### config.mk
export PLATFORM = sky130hd
export DESIGN_NAME = fetch_unit
export DESIGN_NICKNAME = d
export VERILOG_FILES = /design/src/rtl/fetch_unit.sv
export SDC_FILE = /design/constraint.sdc
export NUM_CORES = 1
export LEC_CHECK = 0
export ABC_CLOCK_PERIOD_IN_PS = 3060
export BUFFER_PORTS_ARGS = -buffer_cell sky130_fd_sc_hd__buf_2
export CELL_PAD_IN_SITES_DETAIL_PLACEMENT = 1
export CELL_PAD_IN_SITES_GLOBAL_PLACEMENT = 1
export CORE_MARGIN = 1.5
export CORE_UTILIZATION = 42
export CTS_CLUSTER_SIZE = 16
export DETAILED_ROUTE_END_ITERATION = 16
export PLACE_DENSITY_LB_ADDON = 0.15
export SLEW_MARGIN = 20
export SYNTH_ARGS = -nofsm -noshare
export SYNTH_HDL_FRONTEND = slang
export SYNTH_SLANG_ARGS = --single-unit
### constraint.sdc
create_clock -name clk -period 3.06 [get_ports clk]
set_input_delay 0.459 -clock clk [delete_from_list [all_inputs] [get_ports clk]]
set_output_delay 0.459 -clock clk [all_outputs]
set_load 0.03 [all_outputs]
### src/rtl/fetch_unit.sv
// Instruction fetch stage: walks the fetch PC, holds the ID-stage instruction and
// parks one returned word in a skid buffer when decode stalls.
module fetch_unit #(
    parameter logic [31:0] RESET_PC = 32'h0000_0000
) (
    input  logic        clk,
    input  logic        rst_n,
    output logic        imem_req,
    output logic [31:0] imem_addr,
    input  logic        imem_ready,
    input  logic [31:0] imem_rdata,
    input  logic        stall,
    input  logic        pc_src,
    input  logic        jump,
    input  logic [15:0] branch_off,
    input  logic [25:0] jump_idx,
    output logic [31:0] instr,
    output logic [5:0]  opcode,
    output logic [5:0]  funct,
    output logic        instr_valid,
    output logic [31:0] pc_plus4
);

    typedef enum logic [0:0] {
        FETCH    = 1'b0,
        BUFFERED = 1'b1
    } state_t;

    state_t      state_q;
    logic [31:0] pc_q;
    logic [31:0] instr_q;
    logic [31:0] pp4_q;
    logic [31:0] skid_q;
    logic [31:0] skid_pp4_q;
    logic        valid_q;
    logic        req_q;

    logic        consume_s;
    logic        redirect_s;
    logic        done_s;
    logic        accept_s;
    logic [31:0] pc_inc_s;
    logic [31:0] target_s;

    // Handshake qualifiers and the redirect target of the held instruction
    always_comb begin
        consume_s  = valid_q && !stall;
        redirect_s = consume_s && (jump || pc_src);
        done_s     = req_q && imem_ready;
        accept_s   = !valid_q || consume_s;
        pc_inc_s   = pc_q + 32'd4;
        if (jump) begin
            target_s = {pp4_q[31:28], jump_idx, 2'b00};
        end else begin
            target_s = pp4_q + {{14{branch_off[15]}}, branch_off, 2'b00};
        end
    end

    // Fetch FSM; imem_req is registered so it stays low for the whole reset
    always_ff @(posedge clk or negedge rst_n) begin
        if (!rst_n) begin
            state_q    <= FETCH;
            pc_q       <= RESET_PC;
            instr_q    <= 32'h0000_0000;
            pp4_q      <= 32'h0000_0000;
            skid_q     <= 32'h0000_0000;
            skid_pp4_q <= 32'h0000_0000;
            valid_q    <= 1'b0;
            req_q      <= 1'b0;
        end else begin
            case (state_q)
                FETCH: begin
                    req_q <= 1'b1;
                    if (redirect_s) begin
                        // Any word completing this cycle is from the wrong path
                        pc_q    <= target_s;
                        valid_q <= 1'b0;
                    end else if (done_s && accept_s) begin
                        instr_q <= imem_rdata;
                        pp4_q   <= pc_inc_s;
                        valid_q <= 1'b1;
                        pc_q    <= pc_inc_s;
                    end else if (done_s) begin
                        skid_q     <= imem_rdata;
                        skid_pp4_q <= pc_inc_s;
                        pc_q       <= pc_inc_s;
                        state_q    <= BUFFERED;
                        req_q      <= 1'b0;
                    end else if (consume_s) begin
                        valid_q <= 1'b0;
                    end
                end
                BUFFERED: begin
                    if (redirect_s) begin
                        pc_q    <= target_s;
                        valid_q <= 1'b0;
                        state_q <= FETCH;
                        req_q   <= 1'b1;
                    end else if (consume_s) begin
                        instr_q <= skid_q;
                        pp4_q   <= skid_pp4_q;
                        state_q <= FETCH;
                        req_q   <= 1'b1;
                    end
                end
                default: begin
                    state_q <= FETCH;
                    valid_q <= 1'b0;
                    req_q   <= 1'b0;
                end
            endcase
        end
    end

    assign imem_req    = req_q;
    assign imem_addr   = pc_q;
    assign instr       = instr_q;
    assign opcode      = instr_q[31:26];
    assign funct       = instr_q[5:0];
    assign instr_valid = valid_q;
    assign pc_plus4    = pp4_q;

endmodule

==> summary.md, run 1 <==
### Placed design
• placed instance area: 10600 µm²
• quantity of I/O buffers inserted on ports: 189
• minimum setup slack after placement: -0.0739 ns
• RD Place Congestion: 0.846
• HPWL after detailed placement: 20500 µm

### Power and ir drop
• pwr/cell area: 1190 nW/µm²
• clock network fraction of design power: 0.170
• maximum vdd drop: 0.494 mV
• fraction of power spent switching nets: 0.490
• total internal power: 6.83 mW
• total leakage power: 5.26 nW
• fraction of power consumed by combinational cells: 0.519
• portion of total power attributed to sequential cells: 0.310
• total power after layout: 13.4 mW
• net switching power: 6.56 mW

### Outcome
• result of the run: completed

### Floorplan
• Die Ht: 152 µm
• total core area: 21800 µm²
• horizontal die dimension: 152 µm
• initial core utilization: 0.428
• # IOs: 190
• die area: 23100 µm²
• # rows: 54

### Hold path
• worst hold path class: primary input to flop

### Synth
• top cell type by total area after synthesis: sky130_fd_sc_hd__dfrtp_1
• sequential area share after synthesis: 0.438
• synthesized netlist net count: 1132
• EDFF count, synth: 0
• share of async-settable or async-resettable flops after synthesis: 1.00
• top cells by area, synth: sky130_fd_sc_hd__dfrtp_1 (44%), sky130_fd_sc_hd__nand2_1 (6.2%), sky130_fd_sc_hd__o21ai_0 (5.9%)
• leading register cell type out of synthesis: sky130_fd_sc_hd__dfrtp_1
• fraction of synthesized cell area taken by the top area cell type: 0.438
• total number of yosys warnings: 0
• Netlist Area Pre-Place: 9310 µm²
• Synth Instances: 1021
• distinct cell type count after synthesis: 65
• post-synthesis sequential element count: 163
• post-synthesis area per instance: 9.12 µm²

### Drt
• count of vias placed by the detailed router: 8210
• Met2 Routed Length: 13600 µm
• remaining routing DRC violations: 0
• drt pass-1 iters: 5
• highest routed layer: met4
• detailed-route wire length on metal 1: 12400 µm
• Routed Antenna Nets: 0
• vias per cell: 5.52
• Routed WL per cell: 19.1 µm
• Routed WL: 28400 µm
• routed wire length on met3: 1520 µm
• drt first-iter violations: 380

### Worst setup path
• Critical path origin: pc_plus4[2]
• crit path max-delay cell type: sky130_fd_sc_hd__fa_1
• number of buffers and inverters on the critical path: 1
• termination of the worst setup path: imem_addr[26]
• count of cell instances traversed by the critical path: 12
• critical path peak fanout: 3
• Crit path max-delay family: compound AO/OA/AOI/OAI gates
• r2r startpoint: pc_plus4[2]
• count of cells along the worst register-to-register path: 12
• sort of element at the end of the critical path: flop
• ordered list of cells on the worst path: ha_1 > fa_1 > a21oi_2 > o21ai_2 > a211oi_1 > buf_4 > a211oi_2 > a31oi_2 > o21ai_0 > a21oi_1 > mux2_1 > nor2_1
• Crit Reg-Reg Endpoint: imem_addr[26]
• endpoint arrival time on the critical path: 3.23 ns
• data required time at the worst endpoint: 3.43 ns
• kind of start point of the critical path: flop
• Slowest Stage Delay on Critical Path: 0.44 ns
• register-to-register path setup slack: 0.21 ns
• critical path class: flop to flop

### STA
• relative slew slack: 0.509
• portion of the clock cycle consumed by the worst path in the final layout: 0.933
• shortest period the worst path allows: 2.85 ns
• Hold Slack: 0.256 ns
• Pins Over Slew Limit: 0
• RSZ-0062 raised after global routing: no
• setup total negative slack: 0 ns
• post-layout worst setup margin: 0.206 ns
• max frequency: 0.350 GHz
• final number of setup-violating endpoints: 0
• Slew @ Worst Pin: 0.734 ns
• worst-case clock skew: 0.0102 ns
• total count of hold-check failures in the final report: 0

### Global routing
• pin count of the biggest net entering global routing: 78
• via count of the first global-routing pass: 8571
• global-route total usage across every layer: 0.253
• remaining global-route overflow: 0
• first-pass GRT wire length: 46700 µm
• initial antenna violation count: 0

### Finish
• design area: 11300 µm²
• Final #Nets: 1304
• most common cell after layout, fill and taps aside: sky130_fd_sc_hd__buf_2
• commonest cells after routing, fill and taps aside: sky130_fd_sc_hd__buf_2 (188), sky130_fd_sc_hd__dfrtp_1 (162), sky130_fd_sc_hd__nand2_1 (152), sky130_fd_sc_hd__o21ai_0 (108), sky130_fd_sc_hd__a21oi_1 (81)
• share of cells above drive strength 1: 0.265
• area added between synthesis and finish: 21.2%

### CTS
• Clock Pin Slew Worst Setup and Hold Paths: 0.08 ns
• H-tree Lvls: 4
• clock insertion delay at the later pin of the skew report: 0.44 ns
• clock sink total: 163
• clock tree from TritonCTS: yes
• Longest Clk Path Bufs: 2
• number of buffers added by the clock tree synthesis step: 17
• cell at the root of the clock tree: sky130_fd_sc_hd__clkbuf_16

### Run
• MaxCap Viol Count: 0

==> area by class of cell <==
class / count / area [µm²]
antenna: 1 / 2.50
clock buffer: 17 / 425
clock inverter: 15 / 206
fill: 2618 / 10500
inverter: 16 / 60.1
multi-input combinational: 768 / 4880
sequential: 163 / 4080
tap: 280 / 350
timing repair buffer: 227 / 1260
==> sequential cells by signal, indices dropped and copies added, names as in the netlist <==
register,count
instr,32
skid_pp4_q,32
imem_req,1
instr_valid,1
pc_plus4,32
imem_addr,32
state_q,1
skid_q,32
==> synthesized netlist by cell type (all sizes together) (26+ instances only) <==
library cell  count
dfrtp           163
clkbuf           52
xor2             30
nand2           153
mux2             39
mux2i            38
nand3            26
ha               30
xnor2            44
o21ai           125
a21oi            83
nor2             72
==> per-layer routing <==
layer,up-vias,track usage
li1,3900,-
met2,225,0.413
met4,0,0.0934
met3,50,0.0516
met5,-,0
met1,4035,0.331
==> cells by family after synthesis <==
family | after synthesis | synth area share
AO/OA/AOI/OAI | 277 | 0.171
buffers and inverters | 90 | 0.0425
adder cells (fa/ha/maj) | 31 | 0.0425
flip-flops | 163 | 0.438
multiplexers | 77 | 0.0880
XOR/XNOR | 74 | 0.0696
AND/OR/NAND/NOR | 309 | 0.148
==> worst min-delay path by stage <==
stage               slack (ns)      endpoint  cells after the start      startpoint
CTS                       0.24    skid_q[12]                      2  imem_rdata[12]
detailed placement        0.43    skid_q[26]                      1           rst_n
finish                    0.26    skid_q[12]                      2  imem_rdata[12]
global route              0.25     skid_q[5]                      2   imem_rdata[5]
global placement          0.43    skid_q[26]                      1           rst_n
floorplan                 0.16  imem_addr[0]                      0           rst_n
==> what timing repair did <==
action                                  in CTS  in global routing
endpoints found under the setup margin       0                  7
hold endpoints to repair                    44                  0
buffers inserted                             0                  0
hold buffers                                 1                  0
gates resized for setup                      0                  4
==> through the flow <==
stage,utilization,std cells
after floorplan,-,1021
after global placement,0.488,1453
after detailed placement,0.488,1453
after CTS,0.517,1486
after global routing,0.518,1486
final,0.518,1487
==> power groups by stage <==
stage	combinational (mW)	sequential (mW)	clock [mW]
after global placement	6.74	4.14	0
after detailed placement	6.92	4.19	0
after floorplan	3.93	5.04	0
after CTS	6.99	4.16	2.32
final	6.95	4.16	2.28
after global routing	7.64	4.32	2.40
Note: power is estimated with default switching activity, not from simulation.
==> run 2: changes to the inputs <==
--- a/config.mk
+++ b/config.mk
@@ -5,12 +5,11 @@
 export SDC_FILE = /design/constraint.sdc
 export NUM_CORES = 1
 export LEC_CHECK = 0
-export ABC_CLOCK_PERIOD_IN_PS = 3060
 export BUFFER_PORTS_ARGS = -buffer_cell sky130_fd_sc_hd__buf_2
 export CELL_PAD_IN_SITES_DETAIL_PLACEMENT = 1
 export CELL_PAD_IN_SITES_GLOBAL_PLACEMENT = 1
 export CORE_MARGIN = 1.5
-export CORE_UTILIZATION = 42
+export CORE_UTILIZATION = 44
 export CTS_CLUSTER_SIZE = 16
 export DETAILED_ROUTE_END_ITERATION = 16
 export PLACE_DENSITY_LB_ADDON = 0.15
==> constraint.sdc (replaced) <==
create_clock -name clk -period 3.5 [get_ports clk]
set_input_delay 0.525 -clock clk [delete_from_list [all_inputs] [get_ports clk]]
set_output_delay 0.525 -clock clk [all_outputs]
set_load 0.03 [all_outputs]
==> summary.md, run 2 (synthesis gave the netlist of run 1 again) <==
### Floorplan
• die area: 22000 µm²
• # rows: 53
• horizontal die dimension: 148 µm
• Die Ht: 148 µm
• # IOs: 190
• initial core utilization: 0.446
• total core area: 20900 µm²

### CTS
• clock sink total: 163
• cell at the root of the clock tree: sky130_fd_sc_hd__clkbuf_16
• number of buffers added by the clock tree synthesis step: 17
• clock insertion delay at the later pin of the skew report: 0.44 ns
• H-tree Lvls: 4
• clock tree from TritonCTS: yes
• number of instances resized during post-cts repair: 0
• Clock Pin Slew Worst Setup and Hold Paths: 0.07 ns
• post-CTS setup buffer count: 0
• hold buffers post-CTS: 0
• Longest Clk Path Bufs: 2

### Run
• MaxCap Viol Count: 0

### Placed design
• HPWL after detailed placement: 19900 µm
• minimum setup slack after placement: 0.268 ns
• placed instance count: 1435
• quantity of I/O buffers inserted on ports: 189
• RD Place Congestion: 0.865

### Power and ir drop
• net switching power: 5.67 mW
• maximum vdd drop: 0.426 mV
• pwr/cell area: 1040 nW/µm²
• total internal power: 5.90 mW
• fraction of power spent switching nets: 0.490
• total leakage power: 5.18 nW
• fraction of power consumed by combinational cells: 0.515
• portion of total power attributed to sequential cells: 0.318
• clock network fraction of design power: 0.166

### Global routing
• remaining global-route overflow: 0
• initial antenna violation count: 1
• via count of the first global-routing pass: 8404
• first-pass GRT wire length: 45400 µm
• pin count of the biggest net entering global routing: 90
• global-route total usage across every layer: 0.264

### Finish
• fin cells: 1468
• commonest cells after routing, fill and taps aside: sky130_fd_sc_hd__buf_2 (188), sky130_fd_sc_hd__dfrtp_1 (162), sky130_fd_sc_hd__nand2_1 (152), sky130_fd_sc_hd__o21ai_0 (108), sky130_fd_sc_hd__a21oi_1 (83)
• most common cell after layout, fill and taps aside: sky130_fd_sc_hd__buf_2
• share of cells above drive strength 1: 0.254
• Final #Nets: 1290
• area added between synthesis and finish: 19.5%
• Filler Cell Count: 2489

### STA
• RSZ-0062 raised after global routing: no
• setup total negative slack: 0 ns
• Slew @ Worst Pin: 0.841 ns
• post-layout worst setup margin: 0.411 ns
• relative slew slack: 0.439
• worst-case clock skew: 0.0122 ns
• final number of setup-violating endpoints: 0
• total count of hold-check failures in the final report: 0
• portion of the clock cycle consumed by the worst path in the final layout: 0.883
• Pins Over Slew Limit: 0
• max frequency: 0.324 GHz
• shortest period the worst path allows: 3.09 ns

### Drt
• vias per cell: 5.47
• remaining routing DRC violations: 0
• count of vias placed by the detailed router: 8034
• Routed WL: 28200 µm
• Routed Antenna Nets: 0
• drt pass-1 iters: 5
• Routed WL per cell: 19.2 µm
• drt first-iter violations: 342

### Worst setup path
• data required time at the worst endpoint: 3.86 ns
• sort of element at the end of the critical path: flop
• critical path class: flop to flop
• critical path peak fanout: 3
• kind of start point of the critical path: flop
• endpoint arrival time on the critical path: 3.45 ns

### Outcome
• result of the run: completed

### Hold path
• worst hold path class: primary input to async pin

## run 2: cell count changes in the layout (fill, tap and decap cells not counted), sizes merged
cell | previous run | this run
buf | 226 | 213
clkinvlp | 0 | 1
dlygate4sd3 | 1 | 0
inv | 24 | 23
## run 2: worst paths after layout
check | from | end | slack, ns | depth (start not counted)
max in group asynchronous | rst_n | imem_addr[19] | 2.42 | 2
min | rst_n | skid_pp4_q[29] | 0.14 | 1
max reg2reg | pc_plus4[2] | imem_addr[26] | 0.41 | 12
min in group clk | imem_rdata[14] | skid_q[14] | 0.33 | 2
min reg2reg | skid_pp4_q[8] | skid_pp4_q[8] | 0.48 | 2
max | pc_plus4[2] | imem_addr[26] | 0.41 | 12
## run 2: layout make-up
class	instances	area [µm²]	area share
multi-input combinational	768	4860	0.437
sequential	163	4080	0.367
timing repair buffer	213	1160	0.104
clock buffer	17	425	0.0383
tap	275	344	0.0309
clock inverter	15	183	0.0164
inverter	16	60.1	0.00540
antenna	1	2.50	0.000225
## run 2: routing by layer
layer	vias up	GRT usage	routed length (µm)
li1	3868	-	-
met1	3963	0.338	12500
met2	171	0.450	13800
met3	32	0.0571	1300
met4	0	0.0733	554
met5	-	0	0
## run 2: critical path: stages (launching register included)
cell and delay, ns:
sky130_fd_sc_hd__dfrtp_1 0.40, sky130_fd_sc_hd__ha_1 0.22, sky130_fd_sc_hd__fa_1 0.42, sky130_fd_sc_hd__a21oi_1 0.27, sky130_fd_sc_hd__o21ai_2 0.14, sky130_fd_sc_hd__a211oi_1 0.22, sky130_fd_sc_hd__buf_4 0.15, sky130_fd_sc_hd__a211oi_2 0.07
sky130_fd_sc_hd__a31oi_1 0.29, sky130_fd_sc_hd__o21ai_0 0.16, sky130_fd_sc_hd__a21oi_1 0.22, sky130_fd_sc_hd__mux2_1 0.35, sky130_fd_sc_hd__nor2_1 0.10
## run 2: metrics by stage
step                      total power, mW  utilization  instance area (µm²)  hold WS, ns
after floorplan                      7.84            -                 9310        0.229
after global placement               9.42        0.503                10500        0.455
after detailed placement             9.64        0.503                10500        0.471
after CTS                            11.6        0.532                11100        0.188
after global routing                 12.4        0.532                11100        0.219
final                                11.6        0.532                11100        0.142
## run 2: power groups by stage
| stage | Clock (mW) | Combinational [mW] | Sequential, mW |
|---|---|---|---|
| 5_1_grt | 2.04 | 6.57 | 3.81 |
| 2_1_floorplan | 0 | 3.44 | 4.40 |
| 3_5_place_dp | 0 | 5.94 | 3.70 |
| 6_report | 1.92 | 5.96 | 3.68 |
| 4_1_cts | 1.96 | 6.00 | 3.68 |
| 3_3_place_gp | 0 | 5.77 | 3.65 |
==> run 3: changes to the inputs <==
--- a/config.mk
+++ b/config.mk
@@ -5,11 +5,12 @@
 export SDC_FILE = /design/constraint.sdc
 export NUM_CORES = 1
 export LEC_CHECK = 0
+export ABC_AREA = 1
 export BUFFER_PORTS_ARGS = -buffer_cell sky130_fd_sc_hd__buf_2
 export CELL_PAD_IN_SITES_DETAIL_PLACEMENT = 1
 export CELL_PAD_IN_SITES_GLOBAL_PLACEMENT = 1
 export CORE_MARGIN = 1.5
-export CORE_UTILIZATION = 44
+export CORE_UTILIZATION = 43
 export CTS_CLUSTER_SIZE = 16
 export DETAILED_ROUTE_END_ITERATION = 16
 export PLACE_DENSITY_LB_ADDON = 0.15
==> summary.md, run 3 <==
### STA
• setup total negative slack: 0 ns
• Hold Slack: 0.109 ns
• max frequency: 0.404 GHz
• RSZ-0062 raised after global routing: no
• relative slew slack: 0.378
• Slew @ Worst Pin: 0.932 ns
• worst-case clock skew: 0.00847 ns
• total count of hold-check failures in the final report: 0
• Pins Over Slew Limit: 0
• shortest period the worst path allows: 2.47 ns
• post-layout worst setup margin: 1.03 ns
• final number of setup-violating endpoints: 0
• portion of the clock cycle consumed by the worst path in the final layout: 0.707

### CTS
• number of buffers added by the clock tree synthesis step: 17
• clock tree from TritonCTS: yes
• H-tree Lvls: 4
• post-CTS setup buffer count: 0
• clock insertion delay at the later pin of the skew report: 0.43 ns
• hold buffers post-CTS: 0
• Clock Pin Slew Worst Setup and Hold Paths: 0.07 ns
• clock sink total: 163
• cell at the root of the clock tree: sky130_fd_sc_hd__clkbuf_16
• Longest Clk Path Bufs: 2
• number of instances resized during post-cts repair: 0

### Worst setup path
• Crit Reg-Reg Endpoint: imem_addr[14]
• count of cells along the worst register-to-register path: 11
• register-to-register path setup slack: 1.03 ns
• sort of element at the end of the critical path: flop
• data required time at the worst endpoint: 3.86 ns
• critical path peak fanout: 5
• critical path class: flop to flop
• endpoint arrival time on the critical path: 2.84 ns
• Slowest Stage Delay on Critical Path: 0.45 ns
• crit path max-delay cell type: sky130_fd_sc_hd__fa_1
• Critical Path Most Common Cell: sky130_fd_sc_hd__nand3_1
• Crit path max-delay family: simple AND/OR/NAND/NOR gates
• r2r startpoint: pc_plus4[2]
• number of buffers and inverters on the critical path: 0
• kind of start point of the critical path: flop
• ordered list of cells on the worst path: ha_1 > fa_1 > nand3_1 > nand3_1 > nand3_1 > nand3_1 > nand2_1 > nand2_1 > o21ai_0 > o211ai_1 > nand2_1

### Floorplan
• Die Ht: 157 µm
• initial core utilization: 0.437
• total core area: 23400 µm²
• die area: 24700 µm²
• # rows: 56
• horizontal die dimension: 157 µm
• # IOs: 190

### Drt
• drt pass-1 iters: 4
• Met2 Routed Length: 17500 µm
• Routed WL per cell: 18.3 µm
• highest routed layer: met4
• detailed-route wire length on metal 1: 15800 µm
• Routed Antenna Nets: 0
• count of vias placed by the detailed router: 10.7k
• vias per cell: 5.37
• remaining routing DRC violations: 0
• drt first-iter violations: 525
• routed wire length on met3: 2050 µm
• Routed WL: 36400 µm

### Finish
• area added between synthesis and finish: 17.4%
• most common cell after layout, fill and taps aside: sky130_fd_sc_hd__nand2_1
• Filler Cell Count: 3185
• share of cells above drive strength 1: 0.155
• fin cells: 1992
• commonest cells after routing, fill and taps aside: sky130_fd_sc_hd__nand2_1 (606), sky130_fd_sc_hd__buf_2 (188), sky130_fd_sc_hd__dfrtp_1 (162), sky130_fd_sc_hd__inv_1 (137), sky130_fd_sc_hd__nor2_1 (118)
• core occupancy in the finished layout: 0.513
• Final #Nets: 1772
• design area: 12000 µm²
• antenna cells: 0

### Synth
• Netlist Area Pre-Place: 10200 µm²
• EDFF count, synth: 0
• Synth Instances: 1509
• top cells by area, synth: sky130_fd_sc_hd__dfrtp_1 (40%), sky130_fd_sc_hd__nand2_1 (22%), sky130_fd_sc_hd__inv_1 (5.1%)
• total number of yosys warnings: 0
• Post-synth top cells: sky130_fd_sc_hd__nand2_1 (606), sky130_fd_sc_hd__dfrtp_1 (163), sky130_fd_sc_hd__inv_1 (138), sky130_fd_sc_hd__nor2_1 (120)
• sequential area share after synthesis: 0.399
• leading register cell type out of synthesis: sky130_fd_sc_hd__dfrtp_1
• share of async-settable or async-resettable flops after synthesis: 1.00
• top cell type by total area after synthesis: sky130_fd_sc_hd__dfrtp_1
• post-synthesis sequential element count: 163
• most repeated cell in the gate-level netlist after synthesis: sky130_fd_sc_hd__nand2_1
• synthesized netlist net count: 1620
• distinct cell type count after synthesis: 36
• post-synthesis area per instance: 6.77 µm²
• fraction of synthesized cell area taken by the top area cell type: 0.399

### Power and ir drop
• total power after layout: 12.6 mW
• total leakage power: 6.44 nW
• fraction of power spent switching nets: 0.519
• pwr/cell area: 1050 nW/µm²
• fraction of power consumed by combinational cells: 0.547
• total internal power: 6.06 mW
• clock network fraction of design power: 0.160
• maximum vdd drop: 0.547 mV
• net switching power: 6.52 mW
• portion of total power attributed to sequential cells: 0.292

### Global routing
• via count of the first global-routing pass: 11.0k
• initial antenna violation count: 0
• pin count of the biggest net entering global routing: 95
• global-route total usage across every layer: 0.305
• first-pass GRT wire length: 57600 µm
• remaining global-route overflow: 0

### Placed design
• quantity of I/O buffers inserted on ports: 189
• placed instance count: 1961
• placed instance area: 11400 µm²
• RD Place Congestion: 0.925
• HPWL after detailed placement: 26800 µm
• minimum setup slack after placement: 0.828 ns

### Hold path
• worst hold path class: primary input to async pin

### Run
• MaxCap Viol Count: 0

### Outcome
• result of the run: completed

run 3: changes by cell type after synthesis, moves of 14 or more:
cell | previous run | this run
sky130_fd_sc_hd__xor2_1 | 30 | 9
sky130_fd_sc_hd__nand2_1 | 153 | 606
sky130_fd_sc_hd__mux2_2 | 38 | 0
sky130_fd_sc_hd__buf_2 | 4 | 20
sky130_fd_sc_hd__a211oi_1 | 14 | 0
sky130_fd_sc_hd__xnor2_1 | 44 | 4
sky130_fd_sc_hd__mux2i_1 | 38 | 0
sky130_fd_sc_hd__nor2_1 | 71 | 120
sky130_fd_sc_hd__inv_1 | 15 | 138
sky130_fd_sc_hd__clkbuf_1 | 52 | 32
sky130_fd_sc_hd__a31oi_1 | 8 | 46
sky130_fd_sc_hd__o21ai_0 | 109 | 66
sky130_fd_sc_hd__nand3_1 | 25 | 83
run 3: cell families (layout without fill, tap and decap cells):
family	Yosys count	in the layout	synth area share
AO/OA/AOI/OAI	226	226	0.123
AND/OR/NAND/NOR	859	859	0.339
XOR/XNOR	13	13	0.0111
adder cells (fa/ha/maj)	31	31	0.0387
buffers and inverters	217	381	0.0881
flip-flops	163	163	0.399
run 3: how the worst max path moves through the flow:
stage                             start       endpoint  slack [ns]  cells after the start
after global placement    branch_off[0]  imem_addr[14]        0.86                     12
after detailed placement  branch_off[0]  imem_addr[14]        0.83                     12
after CTS                   pc_plus4[2]  imem_addr[14]        1.03                     11
final                       pc_plus4[2]  imem_addr[14]        1.03                     11
after global routing        pc_plus4[2]  imem_addr[14]        0.79                     11
after floorplan             pc_plus4[2]  imem_addr[10]        1.30                     11
run 3: area by class of cell:
cell class	instances	area, µm²	share of cell area
Clock buffer	17	425	0.0355
Timing Repair Buffer	205	1100	0.0915
Multi-Input combinational cell	1129	5250	0.438
Clock inverter	14	200	0.0167
Inverter	145	544	0.0454
Tap cell	319	399	0.0333
Sequential cell	163	4080	0.340
run 3: power groups by stage:
stage          Combinational, mW  Sequential (mW)  Clock [mW]
6_report                    6.89             3.68        2.02
3_5_place_dp                6.87             3.68           0
4_1_cts                     6.92             3.67        2.04
5_1_grt                     7.65             3.78        2.10
2_1_floorplan               3.96             4.40           0
3_3_place_gp                6.67             3.64           0
run 3: layer usage:
layer / vias up / track usage
met5: - / 0
met1: 5215 / 0.391
li1: 5120 / -
met3: 64 / 0.0504
met2: 292 / 0.519
met4: 0 / 0.115
